File: src/rtl/i2c_target_byte.sv
// I2C target that answers one 7-bit address and moves single bytes.
// It oversamples SCL/SDA on clk, accepts writes into rx_data and serves reads from tx_data.
//
// state       | meaning
// ------------+--------------------------------------------------
// IDLE        | bus free or not addressed, waiting for START
// ADDR        | shifting in address + R/W bit
// ADDR_ACK    | driving ACK for a matched address
// RX          | shifting in a write byte
// RX_ACK      | driving ACK for a received byte
// TX          | presenting read data bits on SDA
// TX_ACK      | SDA released, sampling master ACK/NACK
// WAIT_STOP   | ignoring SCL until START or STOP
module i2c_target_byte #(
    parameter logic [6:0] SLAVE_ADDR = 7'h50
) (
    input  logic       clk,
    input  logic       rst,
    input  logic       scl_i,
    input  logic       sda_i,
    output logic       sda_oe,
    input  logic [7:0] tx_data,
    output logic       tx_req,
    output logic [7:0] rx_data,
    output logic       rx_valid,
    output logic       busy
);

    localparam logic [2:0] S_IDLE      = 3'd0;
    localparam logic [2:0] S_ADDR      = 3'd1;
    localparam logic [2:0] S_ADDR_ACK  = 3'd2;
    localparam logic [2:0] S_RX        = 3'd3;
    localparam logic [2:0] S_RX_ACK    = 3'd4;
    localparam logic [2:0] S_TX        = 3'd5;
    localparam logic [2:0] S_TX_ACK    = 3'd6;
    localparam logic [2:0] S_WAIT_STOP = 3'd7;

    logic       r_scl_s1, r_scl_s2, r_scl_d;
    logic       r_sda_s1, r_sda_s2, r_sda_d;
    logic [2:0] r_state;
    logic [2:0] r_bit_cnt;
    logic [7:0] r_shift;
    logic [7:0] r_tx_shift;
    logic       r_rw;
    logic       r_ack_pend;
    logic       r_sda_oe;
    logic       r_tx_req;
    logic       r_rx_valid;
    logic [7:0] r_rx_data;
    logic       r_busy;

    logic w_scl, w_sda, w_scl_rise, w_scl_fall, w_start, w_stop;

    // Sync flops reset high so that leaving reset never looks like a START.
    always_ff @(posedge clk or posedge rst) begin
        if (rst) begin
            r_scl_s1 <= 1'b1;
            r_scl_s2 <= 1'b1;
            r_scl_d  <= 1'b1;
            r_sda_s1 <= 1'b1;
            r_sda_s2 <= 1'b1;
            r_sda_d  <= 1'b1;
        end else begin
            r_scl_s1 <= scl_i;
            r_scl_s2 <= r_scl_s1;
            r_scl_d  <= r_scl_s2;
            r_sda_s1 <= sda_i;
            r_sda_s2 <= r_sda_s1;
            r_sda_d  <= r_sda_s2;
        end
    end

    assign w_scl      = r_scl_s2;
    assign w_sda      = r_sda_s2;
    assign w_scl_rise = r_scl_s2 & ~r_scl_d;
    assign w_scl_fall = ~r_scl_s2 & r_scl_d;
    assign w_start    = ~r_sda_s2 & r_sda_d & w_scl;
    assign w_stop     = r_sda_s2 & ~r_sda_d & w_scl;

    always_ff @(posedge clk or posedge rst) begin
        if (rst) begin
            r_state    <= S_IDLE;
            r_bit_cnt  <= 3'd0;
            r_shift    <= 8'h00;
            r_tx_shift <= 8'h00;
            r_rw       <= 1'b0;
            r_ack_pend <= 1'b0;
            r_sda_oe   <= 1'b0;
            r_tx_req   <= 1'b0;
            r_rx_valid <= 1'b0;
            r_rx_data  <= 8'h00;
            r_busy     <= 1'b0;
        end else begin
            r_tx_req   <= 1'b0;
            r_rx_valid <= 1'b0;
            if (w_start) begin
                r_state    <= S_ADDR;
                r_bit_cnt  <= 3'd0;
                r_shift    <= 8'h00;
                r_sda_oe   <= 1'b0;
                r_ack_pend <= 1'b0;
                r_busy     <= 1'b0;
            end else if (w_stop) begin
                r_state    <= S_IDLE;
                r_sda_oe   <= 1'b0;
                r_ack_pend <= 1'b0;
                r_busy     <= 1'b0;
            end else begin
                case (r_state)
                    S_ADDR: begin
                        if (w_scl_rise) begin
                            r_shift   <= {r_shift[6:0], w_sda};
                            r_bit_cnt <= r_bit_cnt + 3'd1;
                            if (r_bit_cnt == 3'd7) begin
                                if (r_shift[6:0] == SLAVE_ADDR) begin
                                    r_state <= S_ADDR_ACK;
                                    r_rw    <= w_sda;
                                    r_busy  <= 1'b1;
                                end else begin
                                    r_state <= S_WAIT_STOP;
                                end
                            end
                        end
                    end
                    // First fall drives ACK; second fall ends the 9th clock.
                    S_ADDR_ACK: begin
                        if (w_scl_fall) begin
                            if (!r_sda_oe) begin
                                r_sda_oe <= 1'b1;
                            end else if (r_rw) begin
                                r_tx_shift <= tx_data;
                                r_tx_req   <= 1'b1;
                                r_sda_oe   <= ~tx_data[7];
                                r_bit_cnt  <= 3'd0;
                                r_state    <= S_TX;
                            end else begin
                                r_sda_oe <= 1'b0;
                                r_state  <= S_RX;
                            end
                        end
                    end
                    S_RX: begin
                        if (w_scl_rise) begin
                            r_shift   <= {r_shift[6:0], w_sda};
                            r_bit_cnt <= r_bit_cnt + 3'd1;
                            if (r_bit_cnt == 3'd7) begin
                                r_rx_data  <= {r_shift[6:0], w_sda};
                                r_rx_valid <= 1'b1;
                                r_ack_pend <= 1'b1;
                            end
                        end else if (w_scl_fall && r_ack_pend) begin
                            r_sda_oe   <= 1'b1;
                            r_ack_pend <= 1'b0;
                            r_state    <= S_RX_ACK;
                        end
                    end
                    S_RX_ACK: begin
                        if (w_scl_fall) begin
                            r_sda_oe <= 1'b0;
                            r_state  <= S_RX;
                        end
                    end
                    S_TX: begin
                        if (w_scl_fall) begin
                            r_bit_cnt <= r_bit_cnt + 3'd1;
                            if (r_bit_cnt == 3'd7) begin
                                r_sda_oe <= 1'b0;
                                r_state  <= S_TX_ACK;
                            end else begin
                                r_tx_shift <= {r_tx_shift[6:0], 1'b0};
                                r_sda_oe   <= ~r_tx_shift[6];
                            end
                        end
                    end
                    S_TX_ACK: begin
                        if (w_scl_rise) begin
                            if (w_sda) r_state    <= S_WAIT_STOP;
                            else       r_ack_pend <= 1'b1;
                        end else if (w_scl_fall && r_ack_pend) begin
                            r_tx_shift <= tx_data;
                            r_tx_req   <= 1'b1;
                            r_sda_oe   <= ~tx_data[7];
                            r_bit_cnt  <= 3'd0;
                            r_ack_pend <= 1'b0;
                            r_state    <= S_TX;
                        end
                    end
                    default: ;
                endcase
            end
        end
    end

    assign sda_oe   = r_sda_oe;
    assign tx_req   = r_tx_req;
    assign rx_data  = r_rx_data;
    assign rx_valid = r_rx_valid;
    assign busy     = r_busy;

endmodule

File: config.mk
export PLATFORM = sky130hd
export DESIGN_NAME = i2c_target_byte
export DESIGN_NICKNAME = d
export VERILOG_FILES = /design/src/rtl/i2c_target_byte.sv
export SDC_FILE = /design/constraint.sdc
export NUM_CORES = 1
export LEC_CHECK = 0
export BUFFER_PORTS_ARGS = -buffer_cell sky130_fd_sc_hd__buf_2
export CORE_MARGIN = 8
export CORE_UTILIZATION = 54
export CTS_BUF_LIST = sky130_fd_sc_hd__clkbuf_4 sky130_fd_sc_hd__clkbuf_8
export DETAILED_ROUTE_END_ITERATION = 10
export PLACE_DENSITY = 0.89
export SKIP_LAST_GASP = 1
export SYNTH_ARGS = -nofsm -noshare
export SYNTH_HDL_FRONTEND = slang
export SYNTH_SLANG_ARGS = --single-unit
File: constraint.sdc
create_clock -name clk -period 1.7 [get_ports clk]
set_input_delay 0.255 -clock clk [delete_from_list [all_inputs] [get_ports clk]]
set_output_delay 0.255 -clock clk [all_outputs]
set_load 0.005 [all_outputs]
# After elaboration in Yosys (flattened, before gate mapping)
# Index checks and enable logic that the tools add are counted.
# word_totals
inputBits	12
wordCells	171
reg_bits	40
# classes
reduce_logical	22
n_eq_ne	38
addsub	1
n_bitwise	14
n_mux	79
# op_table
operator	count
$mux W7	11
$mux W3	25
$ne A4 B4 Y1 const B	11
$mux W1	37
$pmux W7 S3	1
$ne A5 B5 Y1 const B	4
$ne A3 B3 Y1 const B	6
$pmux W3 S6	1
$ne A2 B2 Y1 const B	8
$reduce_bool A3 Y1	5
$eq A3 B3 Y1 const B	4
$pmux W3 S4	1
$reduce_and A12 Y1	1
$reduce_and A10 Y1	1
$reduce_and A9 Y1	1
$not A1 Y1	8
$reduce_and A8 Y1	1
$reduce_bool A8 Y1	1
$eq A7 B7 Y1 const B	1
$reduce_bool A7 Y1	1
$and A1 B1 Y1	6
$eq A3 B2 Y1 const B	2
$reduce_and A3 Y1	2
$reduce_and A6 Y1	1
12 further kinds	14

# Depth between registers and ports, before layout
# Gate-level depths: netlist of the first run.
# depth
word_depth	8
mapped_depth	8
ltp_nobuf	8

# Worst setup path after synthesis of the first run
# Ideal clock, no wire load.
# synth_path
kind	register to register
from	reg r_bit_cnt[0]
to	reg r_state[0]
setup_slack_ps	11
stages_incl_launch_ff	9
arrival_time_ps	1561
setup_ps	128
path_cell_list	dfrtp_1 > ha_1 > ha_1 > nand2b_1 > a21oi_1 > a31oi_1 > o21ai_1 > nand2_1 > mux2_1
# synth_via
elab_chain_len	3
# synth_lines
element	line_no	text
start, declared	41	logic [2:0] r_bit_cnt;
start signal, assigned	113	r_bit_cnt <= r_bit_cnt + 3'd1;
start signal, assigned	145	r_bit_cnt <= r_bit_cnt + 3'd1;
start signal, assigned	165	r_bit_cnt <= r_bit_cnt + 3'd1;
$eq A3 B3 Y1 *	114, 166	
$ne A4 B4 Y1 (no source line)	--	
$reduce_and A12 Y1 (no source line) *	--	
end signal, assigned	116	r_state <= S_ADDR_ACK;
end signal, assigned	120	r_state <= S_WAIT_STOP;
end signal, assigned	168	r_state <= S_TX_ACK;
end, declared	40	logic [2:0] r_state;
# Mark *: on every way between the ends. The rest lies on a longest branch, timed or not.
# A chain may end at the register's enable or synchronous reset.

# Worst setup path in the final report of the first run
# layout_path
from	reg r_scl_d
to	reg r_state[1]
# layout_via
elab_chain_len	6
# layout_lines
element	line_no	text
start, declared	38	logic r_scl_s1, r_scl_s2, r_scl_d;
start signal, assigned	66	r_scl_d <= r_scl_s2;
$not A1 Y1	75	assign w_scl_rise = r_scl_s2 & ~r_scl_d;
$and A1 B1 Y1	75	
$mux W3	176	if (w_scl_rise) begin
$pmux W3 S6	109	case (r_state)
$mux W3	103	end else if (w_stop) begin
$mux W3	96	if (w_start) begin
end signal, assigned	97	r_state <= S_ADDR;
end signal, assigned	104	r_state <= S_IDLE;
end signal, assigned	177	if (w_sda) r_state <= S_WAIT_STOP;
# Several ways; a longest one is shown, not always the timed one.

==> results.json, run 1 <==
{
  "global_route_wire_length_before_repair_um": 8776,
  "place.port_buffers": 23,
  "finalWirelength_um": 6471,
  "syn_nets": 206,
  "vdd_ir_drop_max_mv": 1.069,
  "area_delta_synth_final_pct": 39.38,
  "synth-xor-area-share_pct": 0.8750,
  "synth_adder_area_share_pct": 1.750,
  "ys_seq_elements": 40,
  "power.share.sequential_pct": 33.1,
  "place_area_um2": 2376,
  "fp.dieW_um": 76.89,
  "grt_setup_unrepaired": "true",
  "finalSetupViolations": 19,
  "synthDistinctLibCells": 48,
  "timing.max_cap.violations": 0,
  "final_period_utilization_pct": 105.3,
  "path_clk_slew_ns": 0.07,
  "synthesis.area_um2": 2002,
  "grt_antenna_before_repair": 0,
  "startpoint_type": "register",
  "drc": 0,
  "finalHoldViolations": 0,
  "placeableCoreArea_um2": 3606,
  "fmax_ghz": 0.5588,
  "worst_clock_skew_ns": 0.003167,
  "std_cell_rows": 22,
  "clockRootBuffer": "sky130_fd_sc_hd__clkbuf_8",
  "final_max_slew_viols": 0,
  "cts-root-to-sink-buffers": 2,
  "grt_max_degree": 41,
  "synth_seq_area_share_pct": 50.38,
  "holdWs_ns": 0.05066,
  "cts_inserted_buffers": 5,
  "floorplan.initialDensity_pct": 55.52,
  "synth-main-ff-cell": "sky130_fd_sc_hd__dfrtp_1",
  "insertedDiodeCount": 0,
  "combinationalPowerShare_pct": 51.8,
  "layout_cell_share_with_drive_strength_beyond_1_pct": 47.89,
  "yosysWarningCount": 0,
  "powerDensity_nw_per_um2": 1532,
  "synth_compound_area_share_pct": 19.94,
  "timing.critical_path.required_ns": 1.88,
  "final_cell_area_um2": 2790,
  "clk-insertion-delay-late_ns": 0.30,
  "synth.mux.area_fraction_pct": 8.125,
  "ant_nets": 0,
  "critical_path_peak_fanout": 5,
  "floorplan.die.height_um": 76.89,
  "finalWeightedCongestion": 0.9076,
  "vias": 1950,
  "postSynthAreaPerCell_um2": 10.43,
  "cellInternalPower_mw": 2.596,
  "cts_sinks": 40,
  "synthSimpleGateAreaFrac_pct": 14.94,
  "slew_headroom_pct": 67.08,
  "dominant_combinational_cell_family_by_area_after_synthesis": "compound AO/OA/AOI/OAI gates",
  "tritoncts": "built",
  "hpwl_um": 3632,
  "failed_checks": "negative setup slack",
  "global_route.usage.total_pct": 18.53,
  "timing.final.crit_period_ns": 1.790,
  "nNetsFinal": 274,
  "htree_num_levels": 2,
  "io_pins": 24,
  "cellLeakagePower_nw": 1.352,
  "timing.setup.tns_ns": -0.5340,
  "drt_pass1_iterations": 7,
  "vias_in_the_first_global_route": 1901,
  "critPathCaptureType": "register",
  "hold_path_class": "in -> reg",
  "switching_share_pct": 39.29,
  "critical_path_class": "reg -> reg",
  "run_status": "complete, but fails checks",
  "die-area_um2": 5911,
  "detail_route.vias_per_cell": 6.311,
  "synth-edff-count": 0,
  "timing.final.ws_setup_ns": -0.08956,
  "detail_route.wl_per_cell_um": 20.94,
  "tightest_slew_ns": 0.4937,
  "globalRouteOverflowTotal": 0,
  "async_set_reset_flop_share_out_of_synthesis_pct": 100.0,
  "net-switching-power_mw": 1.680,
  "drt_iter0_markers": 218,
  "worst_ep_arrival_time_ns": 1.97,
  "synthCells": 192,
  "clock_power_share_pct": 15.2,
  "p_total_mw": 4.275
}
path summary, 6_finish.rpt:
kind                       slack, ns    endpoint  cells past startpoint      from
setup / recovery               -0.09  r_state[1]                      7   r_scl_d
hold / removal                  0.05    r_sda_s1                      1     sda_i
setup reg to reg               -0.09  r_state[1]                      7   r_scl_d
hold reg to reg                 0.36    r_scl_s2                      0  r_scl_s1
max in group asynchronous       1.27  r_state[0]                      3       rst
min in group asynchronous       0.07  r_shift[5]                      3       rst
cells in the final DEF, fill, tap and decap left out, drive strengths merged, types with 2 or more instances in the layout:
cell / Yosys / routed
o21ai: 15 / 15
buf: 6 / 68
a22o: 8 / 8
a22oi: 2 / 2
mux2i: 5 / 5
and2: 3 / 3
nor3: 4 / 4
nand2: 13 / 13
dfrtp: 34 / 34
and3: 3 / 3
nor2b: 4 / 4
mux2: 10 / 10
nand3: 3 / 3
a31oi: 4 / 4
nand2b: 4 / 4
o31ai: 2 / 2
dfstp: 6 / 6
a21oi: 16 / 16
clkbuf: 3 / 9
a211oi: 2 / 2
nor2: 16 / 16
ha: 2 / 2
inv: 7 / 7
metrics by stage:
| stage | worst slack [ns] | utilization (%) | instances |
|---|---|---|---|
| floorplan | 0.01133 | - | 192 |
| global placement | -0.03316 | 65.89 | 286 |
| detailed placement | -0.1308 | 65.89 | 286 |
| CTS | 0.002891 | 70.51 | 298 |
| global route | -0.1382 | 77.38 | 309 |
| finish | -0.08956 | 77.38 | 309 |
cells in the mapped netlist (2+ instances only):
library cell / instances / share of area (%)
sky130_fd_sc_hd__inv_1: 7 / 1.3
sky130_fd_sc_hd__a21oi_2: 4 / 1.7
sky130_fd_sc_hd__a22o_1: 8 / 3.5
sky130_fd_sc_hd__a31oi_1: 4 / 1.2
sky130_fd_sc_hd__a21oi_1: 12 / 3.0
sky130_fd_sc_hd__and3_1: 3 / 0.94
sky130_fd_sc_hd__mux2_1: 8 / 4.5
sky130_fd_sc_hd__ha_1: 2 / 1.2
sky130_fd_sc_hd__nand2b_1: 4 / 1.2
sky130_fd_sc_hd__nand2_1: 13 / 2.4
sky130_fd_sc_hd__o21ai_0: 11 / 2.7
sky130_fd_sc_hd__mux2_2: 2 / 1.1
sky130_fd_sc_hd__nor2_1: 16 / 3.0
sky130_fd_sc_hd__a22oi_1: 2 / 0.75
sky130_fd_sc_hd__nand3_1: 2 / 0.50
sky130_fd_sc_hd__dfstp_2: 6 / 7.9
sky130_fd_sc_hd__o21ai_1: 4 / 1.0
sky130_fd_sc_hd__mux2i_1: 5 / 2.5
sky130_fd_sc_hd__o31ai_1: 2 / 0.75
sky130_fd_sc_hd__buf_6: 2 / 1.1
sky130_fd_sc_hd__clkbuf_1: 3 / 0.56
sky130_fd_sc_hd__nor2b_1: 4 / 1.2
sky130_fd_sc_hd__nor3_1: 4 / 1.0
sky130_fd_sc_hd__a211oi_1: 2 / 0.75
sky130_fd_sc_hd__buf_2: 4 / 1.0
sky130_fd_sc_hd__and2_1: 3 / 0.94
sky130_fd_sc_hd__dfrtp_1: 34 / 43
layout make-up:
type | instances | area [µm²]
clock buffers | 7 | 83.83
well taps | 48 | 60.06
multi-input cells | 136 | 1097
clock inverters | 1 | 5.005
flip-flops and latches | 40 | 1012
inverters | 7 | 28.78
fillers | 207 | 815.8
repair buffers | 70 | 503.0
repair_timing:
action	CTS	global route
hold buffers	0	0
pin swaps	6	15
buffers inserted	4	10
endpoints found under the setup margin	23	27
cloned	0	1
resized for setup	14	37
endpoints found under the hold margin	0	0
layer usage:
metal | share of wire (%) | track usage, %
met1 | 40 | 20.87
met2 | 49 | 29.48
met3 | 6.6 | 5.128
met4 | 5.3 | 13.46
met5 | 0 | 0
cells by family after synthesis:
kind of cell	after synthesis
AOI/OAI and AO/OA	59
xor gates and xnor gates	2
adders and majority gates	3
buffers and inverters	16
DFF	40
muxes	15
and+or+nand+nor	57
sequential cells by signal (all words and copies together), names as in the netlist:
register / count
r_scl_d: 1
tx_req: 1
r_ack_pend: 1
r_scl_s1: 1
r_tx_shift: 7
r_rw: 1
r_sda_s1: 1
r_sda_d: 1
r_sda_s2: 1
rx_data: 8
r_bit_cnt: 3
sda_oe: 1
r_state: 3
r_scl_s2: 1
busy: 1
r_shift: 7
rx_valid: 1
critical path: stages (launching register included):
cell                      delay (ns)
sky130_fd_sc_hd__dfstp_2        0.65
sky130_fd_sc_hd__inv_4          0.08
sky130_fd_sc_hd__nor2_4         0.18
sky130_fd_sc_hd__a21oi_1        0.10
sky130_fd_sc_hd__o21ai_1        0.19
sky130_fd_sc_hd__nand2_2        0.11
sky130_fd_sc_hd__buf_4          0.15
sky130_fd_sc_hd__a32o_1         0.21
power by group through the flow:
| stage | registers (mW) | clock network, mW | logic [mW] |
|---|---|---|---|
| 2_1_floorplan | 1.30 | 0 | 1.08 |
| 3_3_place_gp | 1.39 | 0 | 1.48 |
| 4_1_cts | 1.40 | 0.647 | 1.65 |
| 5_1_grt | 1.43 | 0.691 | 2.35 |
| 6_report | 1.41 | 0.649 | 2.21 |
| 3_5_place_dp | 1.40 | 0 | 1.54 |
(Power assumes the default switching activity.)
==> run 2: changes to the inputs <==
--- a/config.mk
+++ b/config.mk
@@ -10,7 +10,9 @@
 export CORE_UTILIZATION = 54
 export CTS_BUF_LIST = sky130_fd_sc_hd__clkbuf_4 sky130_fd_sc_hd__clkbuf_8
 export DETAILED_ROUTE_END_ITERATION = 10
+export GPL_TIMING_DRIVEN = 0
 export PLACE_DENSITY = 0.89
+export SKIP_CTS_REPAIR_TIMING = 1
 export SKIP_LAST_GASP = 1
 export SYNTH_ARGS = -nofsm -noshare
 export SYNTH_HDL_FRONTEND = slang
==> run 2 against run 1 <==
- the flow still finishes with violations (negative setup slack)
- total power shrank 10%
- final area shrank 9.2%
- global-route usage shrank 3.9 points
==> results.json, run 2 (synthesis results as in run 1) <==
{
  "place.port_buffers": 23,
  "layout_cell_share_with_drive_strength_beyond_1_pct": 38.14,
  "detail_route.wl_per_cell_um": 17.18,
  "drt_iter0_markers": 214,
  "drt_pass1_iterations": 5,
  "mostFrequentLayoutCells": "33 x sky130_fd_sc_hd__dfrtp_1, 25 x sky130_fd_sc_hd__buf_2, 15 x sky130_fd_sc_hd__nor2_1",
  "critical_path_class": "reg -> reg",
  "floorplan.die.height_um": 76.89,
  "cts_inserted_buffers": 5,
  "final_cells": 284,
  "io_pins": 24,
  "grt_max_degree": 41,
  "area_delta_synth_final_pct": 26.50,
  "finalWirelength_um": 4880,
  "htree_num_levels": 2,
  "largest_reg_flops": 8,
  "slew_headroom_pct": 46.03,
  "layout_commonest_cell": "sky130_fd_sc_hd__dfrtp_1",
  "final_max_slew_viols": 0,
  "placeableCoreArea_um2": 3606,
  "worst_clock_skew_ns": 0.004748,
  "cellLeakagePower_nw": 1.213,
  "finalHoldViolations": 0,
  "drc": 0,
  "powerDensity_nw_per_um2": 1515,
  "finalSetupViolations": 11,
  "global_route.usage.total_pct": 14.66,
  "insertedDiodeCount": 0,
  "holdWs_ns": 0.05280,
  "vdd_ir_drop_max_mv": 1.084,
  "tritoncts": "built",
  "std_cell_rows": 22,
  "die-area_um2": 5911,
  "timing.final.ws_setup_ns": -0.09010,
  "vias_in_the_first_global_route": 1630,
  "fp.dieW_um": 76.89,
  "critical_path_peak_fanout": 5,
  "nNetsFinal": 249,
  "startpoint_type": "register",
  "ant_nets": 0,
  "finalWeightedCongestion": 0.9300,
  "failed_checks": "negative setup slack",
  "worst_ep_arrival_time_ns": 1.97,
  "fin_util_pct": 70.23,
  "globalRouteOverflowTotal": 0,
  "floorplan.initialDensity_pct": 55.52,
  "p_total_mw": 3.836,
  "grt_setup_unrepaired": "true",
  "cts-root-to-sink-buffers": 2,
  "tightest_slew_ns": 0.8083,
  "run_status": "complete, but fails checks",
  "clockRootBuffer": "sky130_fd_sc_hd__clkbuf_8",
  "vias": 1715,
  "hold_path_class": "in -> reg",
  "place_area_um2": 2177,
  "grt_antenna_before_repair": 0,
  "final_period_utilization_pct": 105.3,
  "global_route_wire_length_before_repair_um": 7134,
  "hpwl_um": 2917,
  "path_clk_slew_ns": 0.08,
  "detail_route.vias_per_cell": 6.039,
  "setup_slack_reg_to_reg_ns": -0.09,
  "final_cell_area_um2": 2532,
  "timing.final.crit_period_ns": 1.790,
  "fmax_ghz": 0.5586,
  "place_inst": 263,
  "clk-insertion-delay-late_ns": 0.29,
  "timing.max_cap.violations": 0,
  "cts_sinks": 40,
  "critPathCaptureType": "register",
  "timing.critical_path.required_ns": 1.88
}
run 2: changes by cell type in the layout (fill, tap and decap cells not counted), moves of 2 or more:
cell                      delta
sky130_fd_sc_hd__o21ai_0     +3
sky130_fd_sc_hd__buf_2       +2
sky130_fd_sc_hd__dfrtp_1     +2
sky130_fd_sc_hd__inv_1       -2
sky130_fd_sc_hd__dfrtp_2     -2
sky130_fd_sc_hd__buf_6       +3
sky130_fd_sc_hd__buf_4      -30
sky130_fd_sc_hd__mux2_4      +2
sky130_fd_sc_hd__o21ai_2     -2
sky130_fd_sc_hd__mux2_1      -3
sky130_fd_sc_hd__inv_2       +3
sky130_fd_sc_hd__nand3_2     -2
run 2: layout make-up:
cell class	count	area [µm²]
plain buffers	9	71.32
multi-input cells	136	1027
clock inverters	2	38.79
flip-flops and latches	40	1010
fillers	242	1074
repair buffers	36	216.5
well taps	48	60.06
clock buffers	6	82.58
inverters	7	26.28
run 2: layer usage:
| metal | wire length (µm) | part of all wire, % | global-route usage (%) | vias up |
|---|---|---|---|---|
| li1 | - | - | - | 783 |
| met1 | 2042 | 42 | 17.77 | 814 |
| met2 | 2398 | 49 | 23.02 | 95 |
| met3 | 306 | 6.3 | 3.730 | 23 |
| met4 | 132 | 2.7 | 8.462 | 0 |
| met5 | 0 | 0 | 0 | - |
run 2: path summary, 6_finish.rpt:
kind                       startpoint    endpoint  cells after the start
setup / recovery             r_scl_s2  rx_data[1]                      5
hold / removal                  sda_i    r_sda_s1                      1
setup reg to reg             r_scl_s2  rx_data[1]                      5
hold reg to reg              r_scl_s1    r_scl_s2                      0
max in group asynchronous         rst  r_state[2]                      2
min in group asynchronous         rst  rx_data[3]                      2
run 2: critical path, stage by stage, from the launching register on:
cell and delay [ns]:
sky130_fd_sc_hd__dfstp_2 0.56, sky130_fd_sc_hd__nor2b_4 0.20, sky130_fd_sc_hd__nand4bb_1 0.17, sky130_fd_sc_hd__or2_1 0.28
sky130_fd_sc_hd__buf_6 0.15, sky130_fd_sc_hd__mux2_1 0.30
run 2: power breakdown:
group | internal, mW | switching [mW]
Sequential | 1.16 | 0.207
Clock | 0.480 | 0.332
Combinational | 0.766 | 0.889
run 2: through the flow:
step	setup WS [ns]	TNS (ns)
after floorplan	0.01133	0
after global placement	-0.1522	-1.832
after detailed placement	-0.2123	-2.760
after CTS	-0.2293	-3.097
after global routing	-0.1404	-1.811
final	-0.09010	-0.6873
